$ cat config.mk
export PLATFORM = sky130hd
export DESIGN_NAME = store_unit
export DESIGN_NICKNAME = d
export VERILOG_FILES = /design/src/rtl/store_unit.sv
export SDC_FILE = /design/constraint.sdc
export NUM_CORES = 1
export LEC_CHECK = 0
export CAP_MARGIN = 15
export CELL_PAD_IN_SITES_DETAIL_PLACEMENT = 2
export CELL_PAD_IN_SITES_GLOBAL_PLACEMENT = 2
export CORE_UTILIZATION = 36
export CTS_CLUSTER_SIZE = 25
export DETAILED_ROUTE_END_ITERATION = 8
export HOLD_SLACK_MARGIN = 0.02
export PLACE_DENSITY = 0.94
export SYNTH_ARGS = -nofsm -noshare
export SYNTH_HDL_FRONTEND = slang
export SYNTH_SLANG_ARGS = --single-unit
$ cat constraint.sdc
create_clock -name clk -period 13.45 [get_ports clk]
set_clock_uncertainty 0.15 [all_clocks]
set_input_delay 2.0175 -clock clk [delete_from_list [all_inputs] [get_ports clk]]
set_output_delay 2.0175 -clock clk [all_outputs]
set_load 0.01 [all_outputs]
$ cat src/rtl/store_unit.sv
// Store unit: 2-entry request FIFO feeding a read-merge-write FSM for byte/half/word stores.
// Optional STORE_UNIT_MISALIGN_TRAP_EN drops misaligned half/word stores and raises a sticky err.

package store_unit_pkg;
    typedef enum logic [1:0] {
        LdstByte = 2'd0,
        LdstHalf = 2'd1,
        LdstWord = 2'd2
    } ldst_mode;
endpackage

module store_unit
    import store_unit_pkg::*;
(
    input  logic        clk,
    input  logic        rst_n,
    input  logic        s_valid,
    output logic        s_ready,
    input  logic [31:0] s_addr,
    input  ldst_mode    s_mode,
    input  logic [31:0] s_data,
    output logic [31:0] ra,
    input  logic [31:0] rd,
    output logic        we,
    output logic [31:0] wa,
    output ldst_mode    wm,
    output logic [31:0] wd,
    output logic        busy,
    output logic        done,
    output logic        err
);

    typedef enum logic [1:0] {StIdle, StRead, StWrite} state_e;

    typedef struct packed {
        logic [31:0] addr;
        ldst_mode    mode;
        logic [31:0] data;
    } req_t;

    req_t        fifo_q [2];
    logic        head_q;
    logic [1:0]  count_q, count_d;
    state_e      state_q, state_d;
    req_t        cur_q, cur_d;
    logic [31:0] merge_q, merge_d;
    logic [31:0] merged;
    logic        push, pop, drop;
    req_t        head_req, in_req;
    ldst_mode    mode_norm;

    // Unknown encodings are stored as word so the datapath only ever sees three modes.
    always_comb begin
        case (s_mode)
            LdstByte, LdstHalf: mode_norm = s_mode;
            default:            mode_norm = LdstWord;
        endcase
    end

    assign in_req   = '{addr: s_addr, mode: mode_norm, data: s_data};
    assign head_req = fifo_q[head_q];
    assign s_ready  = (count_q != 2'd2);
    assign push     = s_valid && s_ready;

`ifdef STORE_UNIT_MISALIGN_TRAP_EN
    logic misaligned;
    logic err_q;

    always_comb begin
        case (head_req.mode)
            LdstHalf: misaligned = head_req.addr[0];
            LdstWord: misaligned = |head_req.addr[1:0];
            default:  misaligned = 1'b0;
        endcase
    end

    assign drop = misaligned;

    always_ff @(posedge clk) begin
        if (!rst_n) begin
            err_q <= 1'b0;
        end else if (pop && drop) begin
            err_q <= 1'b1;
        end
    end

    assign err = err_q;
`else
    assign drop = 1'b0;
    assign err  = 1'b0;
`endif

    always_comb begin
        state_d = state_q;
        cur_d   = cur_q;
        merge_d = merge_q;
        pop     = 1'b0;
        case (state_q)
            StIdle: begin
                if (count_q != 2'd0) begin
                    pop   = 1'b1;
                    cur_d = head_req;
                    if (drop) begin
                        state_d = StIdle;
                    end else if (head_req.mode == LdstWord) begin
                        state_d = StWrite;
                    end else begin
                        state_d = StRead;
                    end
                end
            end
            StRead: begin
                merge_d = rd;
                state_d = StWrite;
            end
            StWrite: state_d = StIdle;
            default: state_d = StIdle;
        endcase
    end

    always_comb begin
        case ({push, pop})
            2'b10:   count_d = count_q + 2'd1;
            2'b01:   count_d = count_q - 2'd1;
            default: count_d = count_q;
        endcase
    end

    always_ff @(posedge clk) begin
        if (push) begin
            fifo_q[head_q ^ count_q[0]] <= in_req;
        end
    end

    always_ff @(posedge clk) begin
        if (!rst_n) begin
            head_q  <= 1'b0;
            count_q <= 2'd0;
            state_q <= StIdle;
            cur_q   <= '0;
            merge_q <= '0;
        end else begin
            if (pop) begin
                head_q <= ~head_q;
            end
            count_q <= count_d;
            state_q <= state_d;
            cur_q   <= cur_d;
            merge_q <= merge_d;
        end
    end

    always_comb begin
        merged = merge_q;
        case (cur_q.mode)
            LdstByte: merged[{cur_q.addr[1:0], 3'b000} +: 8] = cur_q.data[7:0];
            LdstHalf: merged[{cur_q.addr[1], 4'b0000} +: 16] = cur_q.data[15:0];
            default:  merged = cur_q.data;
        endcase
    end

    assign ra   = (state_q == StRead) ? {cur_q.addr[31:2], 2'b00} : 32'd0;
    assign we   = (state_q == StWrite);
    assign wa   = we ? {cur_q.addr[31:2], 2'b00} : 32'd0;
    assign wd   = we ? merged : 32'd0;
    assign wm   = LdstWord;
    assign done = we;
    assign busy = (count_q != 2'd0) || (state_q != StIdle);

endmodule

== Word level (Yosys, flattened, before mapping) ==
Memories as Yosys holds them, arrays and structs flattened. A register that Yosys moved wholly into a read port is not among the register bits.
Index checks and enable logic that the tools add are counted.
Word-level totals
  memories: 1
  bits of input ports: 101
  memory bits (writable): 132
  output and inout port bits: 103
  word-level logic and storage cells: 54
  flip-flop bits (word level): 103
Operators by class
  add/subtract/negate cells: 4
  shifts and indexed selects: 4
  bitwise logic cells: 2
  reduce and logical (&&, ||, !) cells: 10
  muxes and demuxes: 17
  equal/unequal tests: 9
Memories
  fifo_q: depth 2, bits a word 66, rd ports 1, clocked after memory_dff 1, write ports 1, RTL line 41  | req_t fifo_q [2];
Operator list (number)
  32-bit 2-to-1 mux: 3
  32-bit bitwise mux: 2
  32-bit one-hot mux with 2 select lines: 1
  16-bit by 7-bit variable shift with 32-bit output (first input constant): 1
  8-bit by 7-bit variable shift with 32-bit output (first input constant): 1
  16-bit by 7-bit variable part select with 32-bit output: 1
  8-bit by 7-bit variable part select with 32-bit output: 1
  5-bit negator with 7-bit output: 2
  2-bit by 1-bit == test with 1-bit output (second input constant): 4
  2-bit one-hot mux with 2 select lines: 2
  2-bit == test (second input constant): 3
  2-bit logical NOT: 3
  1-bit 2-to-1 mux: 6
  2-bit 2-to-1 mux: 3
  2-bit nonzero test: 3
  2-bit != test (second input constant): 2
  2-bit by 1-bit adder with 2-bit output (second input constant): 1
  2-bit AND reduction: 1
  2-bit OR reduction: 1
  2-bit by 1-bit subtractor with 2-bit output (second input constant): 1
  1-bit logical AND: 1
  1-bit logical OR: 1
  1-bit NOT: 1
  1-bit bitwise XOR: 1

== Logic depth before layout (Yosys ltp) ==
Gate-level depths: netlist of the first run.
  depth in word-level cells: 5
  gate-level depth with buffers: 8
  gate-level depth less buffers: 6

== Worst setup path before layout of the first run ==
Ideal clock, no wire load.
  path kind: input-to-reg
  start: in s_valid
  end: mem fifo_q[1][0] in the netlist's numbering, enable pin
  required time: 12.802 ns
  data arrival time: 4.917 ns
  library setup time: 0.498 ns
  path slack: 7.884 ns
  cell stages on the path: 1
  buffers on the path: 0
  path through: nor2b_1
On the way
  cells in the longest elaborated chain, start to end: 3
RTL lines
  start: declaration: RTL line 17  | input logic s_valid,
  1-bit logical AND: RTL line 63  | assign push = s_valid && s_ready;
  1-bit 2-to-1 mux: RTL line 130  | if (push) begin
  1-bit 2-to-1 mux (implied by the code): RTL line 131  | fifo_q[head_q ^ count_q[0]] <= in_req;
  end: declaration: RTL line 41
No other way between the ends.

== Worst setup path after layout of the first run ==
  start: reg cur_q[35] in the netlist's numbering
  end: out wd[16]
On the way
  cells in the longest elaborated chain, start to end: 5
  elaborated cells on any way between the ends: 10
  those cells by class: add/sub: 2; shift: 4; mux: 4
RTL lines
  start: declaration: RTL line 45  | req_t cur_q, cur_d;
  start signal: assignment: RTL line 148  | cur_q <= cur_d;
  5-bit negator with 7-bit output (on tied branches): RTL line 157, 156
  16-bit by 7-bit variable part select with 32-bit output, or another cell as far along: RTL line 157  | LdstHalf: merged[{cur_q.addr[1], 4'b0000} +: 16] = cur_q.data[15:0];
  32-bit bitwise mux (on tied branches): RTL line 157, 156
  32-bit one-hot mux with 2 select lines (*): RTL line 155  | case (cur_q.mode)
  32-bit 2-to-1 mux (*): RTL line 165  | assign wd = we ? merged : 32'd0;
  end: declaration: RTL line 27  | output logic [31:0] wd,
Mark *: on every way between the ends. The rest lies on a longest branch, timed or not.

==> flow_metrics.tcl, run 1 <==
set metrics [dict create \
    netlist.top_cell.by_area "edfxtp_1" \
    drv_cap 0 \
    initial_utilization 0.367 \
    place_hpwl_um 22500 \
    post-cts-setup-buffer-count 0 \
    ctsHoldBuffers 0 \
    yosys_warnings 0 \
    drt_iter0_drc 473 \
    clkPwrFrac 0.247 \
    clkSlewWorstSetupHoldPaths_ns 0.06 \
    slew_headroom 0.203 \
    required_ns 11.28 \
    ys.flop_type "edfxtp_1" \
    leakagePower_nw 4.29 \
    end_kind "primary output" \
    fin_cells 1434 \
    synth_cell_types 45 \
    antenna_found_initial 5 \
    via_per_inst 5.50 \
    dr.pass1.iters 5 \
    cp_max_fo 23 \
    htree_levels 1 \
    port-buffer-count 196 \
    die_w_um 170 \
    synthArstFlopShare 0 \
    area_delta_synth_final_pct 30.1 \
    synth_edf_count 132 \
    cts_max_path_buffers 3 \
    postRouteAntennaNets 0 \
    dp.cells 1378 \
    pwr-share-seq 0.411 \
    rsz0062_at_grt "false" \
    fillers 2778 \
    grt-ovfl-total 0 \
    r2r_slack_ns 11.05 \
    grtUsageTotal 0.240 \
    netlist_area_sq_um 10200 \
    vias 7890 \
    worst_skew_pair.late_latency_ns 0.54 \
    grt_max_degree 73 \
    holdPathStages 2 \
    critPathKind "reg -> out" \
    ys_seq_area_frac 0.593 \
    p_switching_w 0.00117 \
    post_drt_wl_per_cell_um 24.2 \
    tightest_slew_ns 1.19 \
    cts_tree "yes" \
    die_area_sq_um 29000 \
    synthTopCellsByArea "edfxtp_1 (39%), dfxtp_1 (20%), mux2i_1 (6.6%)" \
    cts.sinks 236 \
    fmax_mhz 154 \
    cts_resized 0 \
    cts_buffers 27 \
    finalHoldViolCount 0 \
    cp.arrival_ns 4.31 \
    startpoint_type "flop" \
    gp_congestion 0.838 \
    synth_top_area_share 0.389 \
    nets 1137 \
    reg2reg_depth 4 \
    drive_gt1_frac 0.0799 \
    grt_pass1_vias 8899 \
    ios 204 \
    internal_power_w 0.00184 \
    peakVddDrop_uv 128 \
    ys_ff_latch 236 \
    syn_area_per_cell_sq_um 11.6 \
    synth_cells 875 \
    grt_pass1_wl_um 52700 \
    slew_violations 0 \
    power.density_nw_per_um2 227 \
    wl_um 34700 \
    die_h_um 170 \
    drc_errors 0 \
    swShare 0.389 \
    p_comb_frac 0.342 \
    period_share 0.482 \
    fin_crit_ns 6.48 \
    status "finished clean" \
    root_buffer "clkbuf_16" \
    rows 61 \
    hold_path.class "reg -> reg" \
    tns_ns 0 \
    setup_violations 0 \
    core-area_sq_um 27800 \
]
-- cells in the mapped netlist (8+ instances only) --
library cell	instances
a32oi_1	16
o211ai_1	8
a21oi_1	109
nand2_1	67
o31ai_1	8
nand4_1	8
and2_1	61
buf_2	28
nor2b_1	14
o21ai_0	18
buf_4	12
o22ai_2	10
nand3_1	8
a211oi_1	67
clkbuf_1	41
edfxtp_1	132
mux2_2	11
a22oi_1	16
mux2i_1	67
a31oi_1	8
dfxtp_1	104
-- cell usage in the layout (no fill, tap or decap), drive strengths merged, types with 5 or more instances in the layout --
| cell type | netlist | final |
|---|---|---|
| a211oi | 67 | 67 |
| a21oi | 109 | 109 |
| a22oi | 16 | 16 |
| a31oi | 8 | 8 |
| a32oi | 16 | 16 |
| and2 | 61 | 61 |
| buf | 48 | 14 |
| clkbuf | 41 | 40 |
| clkdlybuf4s50 | 0 | 196 |
| clkinv | 1 | 8 |
| conb | 2 | 7 |
| dfxtp | 104 | 104 |
| diode | 0 | 5 |
| edfxtp | 132 | 132 |
| ha | 6 | 6 |
| inv | 7 | 7 |
| mux2 | 16 | 16 |
| mux2i | 67 | 67 |
| nand2 | 67 | 67 |
| nand2b | 5 | 5 |
| nand3 | 8 | 8 |
| nand4 | 8 | 8 |
| nor2b | 14 | 14 |
| o211ai | 8 | 8 |
| o21ai | 20 | 20 |
| o22ai | 16 | 16 |
| o31ai | 8 | 8 |
-- area by class of cell --
class | count | area (sq um) | area share
Sequential cell | 236 | 6050 | 0.456
Inverter | 8 | 31.3 | 0.00236
Multi-Input combinational cell | 547 | 3730 | 0.281
Tap cell | 378 | 473 | 0.0357
Timing Repair Buffer | 210 | 2070 | 0.156
Clock inverter | 10 | 135 | 0.0102
Antenna cell | 5 | 12.5 | 0.000943
Clock buffer | 40 | 764 | 0.0576
-- worst max-delay path, stage by stage (launching register included) --
cell             delay [ns]
dfxtp_1                1.03
inv_1                  0.22
ha_1                   0.43
nor3b_2                1.02
a32oi_1                0.24
o22ai_1                0.25
clkdlybuf4s50_1        0.57
-- metrics by stage --
step	utilization	setup slack [ns]	hold slack, ns	area (sq um)	power (W)
final	0.477	6.97	0.311	13300	0.00301
after global routing	0.477	6.83	0.337	13300	0.00316
after CTS	0.477	7.02	0.316	13200	0.00303
after detailed placement	0.444	7.61	0.309	12300	0.00227
after global placement	0.444	7.90	0.294	12300	0.00218
after floorplan	-	7.88	0.287	10200	0.00185
-- path summary, 6_finish.rpt --
path	start	endpoint
max	cur_q[35]	wd[16]
min	merge_q[14]	merge_q[14]
max reg2reg	flop	state_q[1]
min reg2reg	merge_q[14]	merge_q[14]
-- kinds of logic (layout without fill, tap and decap cells) --
| group | Yosys count | in the layout | share of synthesized area |
|---|---|---|---|
| compound gates | 268 | 268 | 0.171 |
| other cells | 2 | 12 | 0.000737 |
| fa+ha+maj | 6 | 6 | 0.00736 |
| mux | 83 | 83 | 0.0835 |
| simple gates | 181 | 181 | 0.0970 |
| xor+xnor | 2 | 2 | 0.00172 |
| buf+inv | 97 | 268 | 0.0458 |
| flops | 236 | 236 | 0.593 |
-- power groups by stage --
stage               registers, W  logic [W]  clock network [W]
global placement         0.00122   0.000960                  0
global route             0.00126    0.00111           0.000784
CTS                      0.00124    0.00104           0.000757
finish                   0.00124    0.00103           0.000744
floorplan                0.00112   0.000740                  0
detailed placement       0.00125    0.00102                  0
-- flip-flops by register name (all words and copies together), names as in the netlist, named ones only --
signal	flops
fifo_q	132
state_q	2
head_q	1
cur_q	66
merge_q	32
count_q	2
-- layer usage --
| layer | share of wire | vias to the layer above | GRT usage |
|---|---|---|---|
| met4 | 0.033 | 2 | 0.0975 |
| met5 | 0.00037 | - | 0 |
| met1 | 0.41 | 3996 | 0.295 |
| li1 | - | 3566 | - |
| met3 | 0.053 | 73 | 0.0447 |
| met2 | 0.50 | 253 | 0.413 |
(Power assumes the default switching activity.)
==> run 2, diff against run 1 <==
--- a/config.mk
+++ b/config.mk
@@ -8,11 +8,11 @@
 export CAP_MARGIN = 15
 export CELL_PAD_IN_SITES_DETAIL_PLACEMENT = 2
 export CELL_PAD_IN_SITES_GLOBAL_PLACEMENT = 2
-export CORE_UTILIZATION = 36
+export CORE_UTILIZATION = 30
 export CTS_CLUSTER_SIZE = 25
 export DETAILED_ROUTE_END_ITERATION = 8
 export HOLD_SLACK_MARGIN = 0.02
-export PLACE_DENSITY = 0.94
+export PLACE_DENSITY = 0.84
 export SYNTH_ARGS = -nofsm -noshare
 export SYNTH_HDL_FRONTEND = slang
 export SYNTH_SLANG_ARGS = --single-unit
==> constraint.sdc (replaced) <==
create_clock -name clk -period 5.5 [get_ports clk]
set_clock_uncertainty 0.15 [all_clocks]
set_input_delay 0.825 -clock clk [delete_from_list [all_inputs] [get_ports clk]]
set_output_delay 0.825 -clock clk [all_outputs]
set_load 0.01 [all_outputs]
==> flow_metrics.tcl, run 2 (synthesis results as in run 1) <==
set metrics [dict create \
    slew_violations 0 \
    die_area_sq_um 34700 \
    drt_iter0_drc 401 \
    leakagePower_nw 4.31 \
    rows 67 \
    holdPathStages 2 \
    layout_common_cells "clkdlybuf4s50_1 (196), edfxtp_1 (132), a21oi_1 (109), dfxtp_1 (103)" \
    dr.pass1.iters 4 \
    total_power_w 0.00733 \
    status "finished clean" \
    tightest_slew_ns 1.12 \
    end_kind "primary output" \
    fin_cells 1501 \
    post-place-ws_ns 1.74 \
    ios 204 \
    nets 1138 \
    clkSlewWorstSetupHoldPaths_ns 0.06 \
    fmax_mhz 231 \
    hold_path.class "reg -> reg" \
    period_share 0.788 \
    critPathKind "reg -> out" \
    critPathSlowestCell "clkdlybuf4s50_1" \
    holdPathEnd "merge_q[5]" \
    rsz0062_at_grt "false" \
    gp_congestion 0.797 \
    post-cts-setup-buffer-count 0 \
    drc_errors 0 \
    via_per_inst 5.15 \
    cts.sinks 236 \
    tns_ns 0 \
    power.density_nw_per_um2 547 \
    dp.cells 1450 \
    fin_crit_ns 4.34 \
    root_buffer "clkbuf_16" \
    vias 7736 \
    grt-ovfl-total 0 \
    required_ns 4.53 \
    grt_pass1_wl_um 51400 \
    finalHoldViolCount 0 \
    crit_path_frequent_cell "buf_4" \
    port-buffer-count 196 \
    reg2reg_depth 4 \
    die_h_um 186 \
    grt_pass1_vias 8459 \
    grt_max_degree 68 \
    worst_skew_pair.late_latency_ns 0.55 \
    max_stage_delay_ns 0.56 \
    antenna_found_initial 5 \
    startpoint_type "flop" \
    core-area_sq_um 33400 \
    fillers 3405 \
    drive_gt1_frac 0.0884 \
    area_delta_synth_final_pct 31.3 \
    worst_slack_ns 1.16 \
    min_from "merge_q[5]" \
    cts_tree "yes" \
    mostFrequentLayoutCell "clkdlybuf4s50_1" \
    htree_levels 1 \
    postRouteAntennaNets 0 \
    whs_ns 0.316 \
    slew_headroom 0.249 \
    ctsHoldBuffers 0 \
    wl_um 33900 \
    place_hpwl_um 22100 \
    largest_reg_flops 132 \
    crit_chain "buf_4 > inv_1 > ha_1 > nor3b_2 > buf_4 > a32oi_1 > o22ai_1 > clkdlybuf4s50_1" \
    grtUsageTotal 0.191 \
    peakVddDrop_uv 285 \
    r2r_slack_ns 2.82 \
    cts_buffers 27 \
    drv_cap 0 \
    initial_utilization 0.305 \
    cts_max_path_buffers 3 \
    die_w_um 186 \
    setup_violations 0 \
    cp_max_fo 23 \
    timing.rr.start "count_q[0]" \
    cts_resized 0 \
    cp.arrival_ns 3.36 \
    r2r-end "fifo_q[0][10]" \
    post_drt_wl_per_cell_um 22.6 \
]
[run 2: worst max path at each step]
stage	startpoint	endpoint	slack, ns
floorplan	s_valid	fifo_q[1][0]	1.13
global placement	cur_q[35]	wd[17]	1.83
detailed placement	cur_q[35]	wd[19]	1.74
CTS	cur_q[35]	wd[19]	1.14
global route	cur_q[35]	wd[19]	0.94
finish	cur_q[35]	wd[19]	1.16
[run 2: layout make-up]
type	instances	area, sq um	share of cell area
sequential	236	6050	0.452
multi-input combinational	547	3740	0.279
timing repair buffer	211	2090	0.156
clock buffer	38	787	0.0588
tap	448	561	0.0419
clock inverter	12	126	0.00944
inverter	8	31.3	0.00234
antenna	1	2.50	0.000187
[run 2: per-stage QoR]
step,instance area [sq um],util
final,13400,0.400
after CTS,13400,0.400
after detailed placement,12500,0.373
after floorplan,10200,-
after global placement,12500,0.373
after global routing,13400,0.400
[run 2: where the power goes]
group          leakage (nW)  internal, W  switching [W]
logic                  1.78     0.000926        0.00160
clock network         0.446      0.00109       0.000739
registers              2.09      0.00249       0.000486
total                  4.31      0.00450        0.00282
[run 2: worst max-delay path: cells and delay by family, from the launching register on]
kind	cells	cell delay (ns)
AOI/OAI and AO/OA	2	0.31
DFF	1	0.31
buffers and inverters	4	1.26
and+or+nand+nor	1	0.54
adders and majority gates	1	0.38
[run 2: per-layer routing]
layer / wire length [um] / vias up / track usage
met5: 57 / - / 0
met4: 1230 / 8 / 0.0712
met3: 1720 / 73 / 0.0357
met2: 16600 / 211 / 0.328
met1: 14300 / 3874 / 0.238
li1: - / 3570 / -
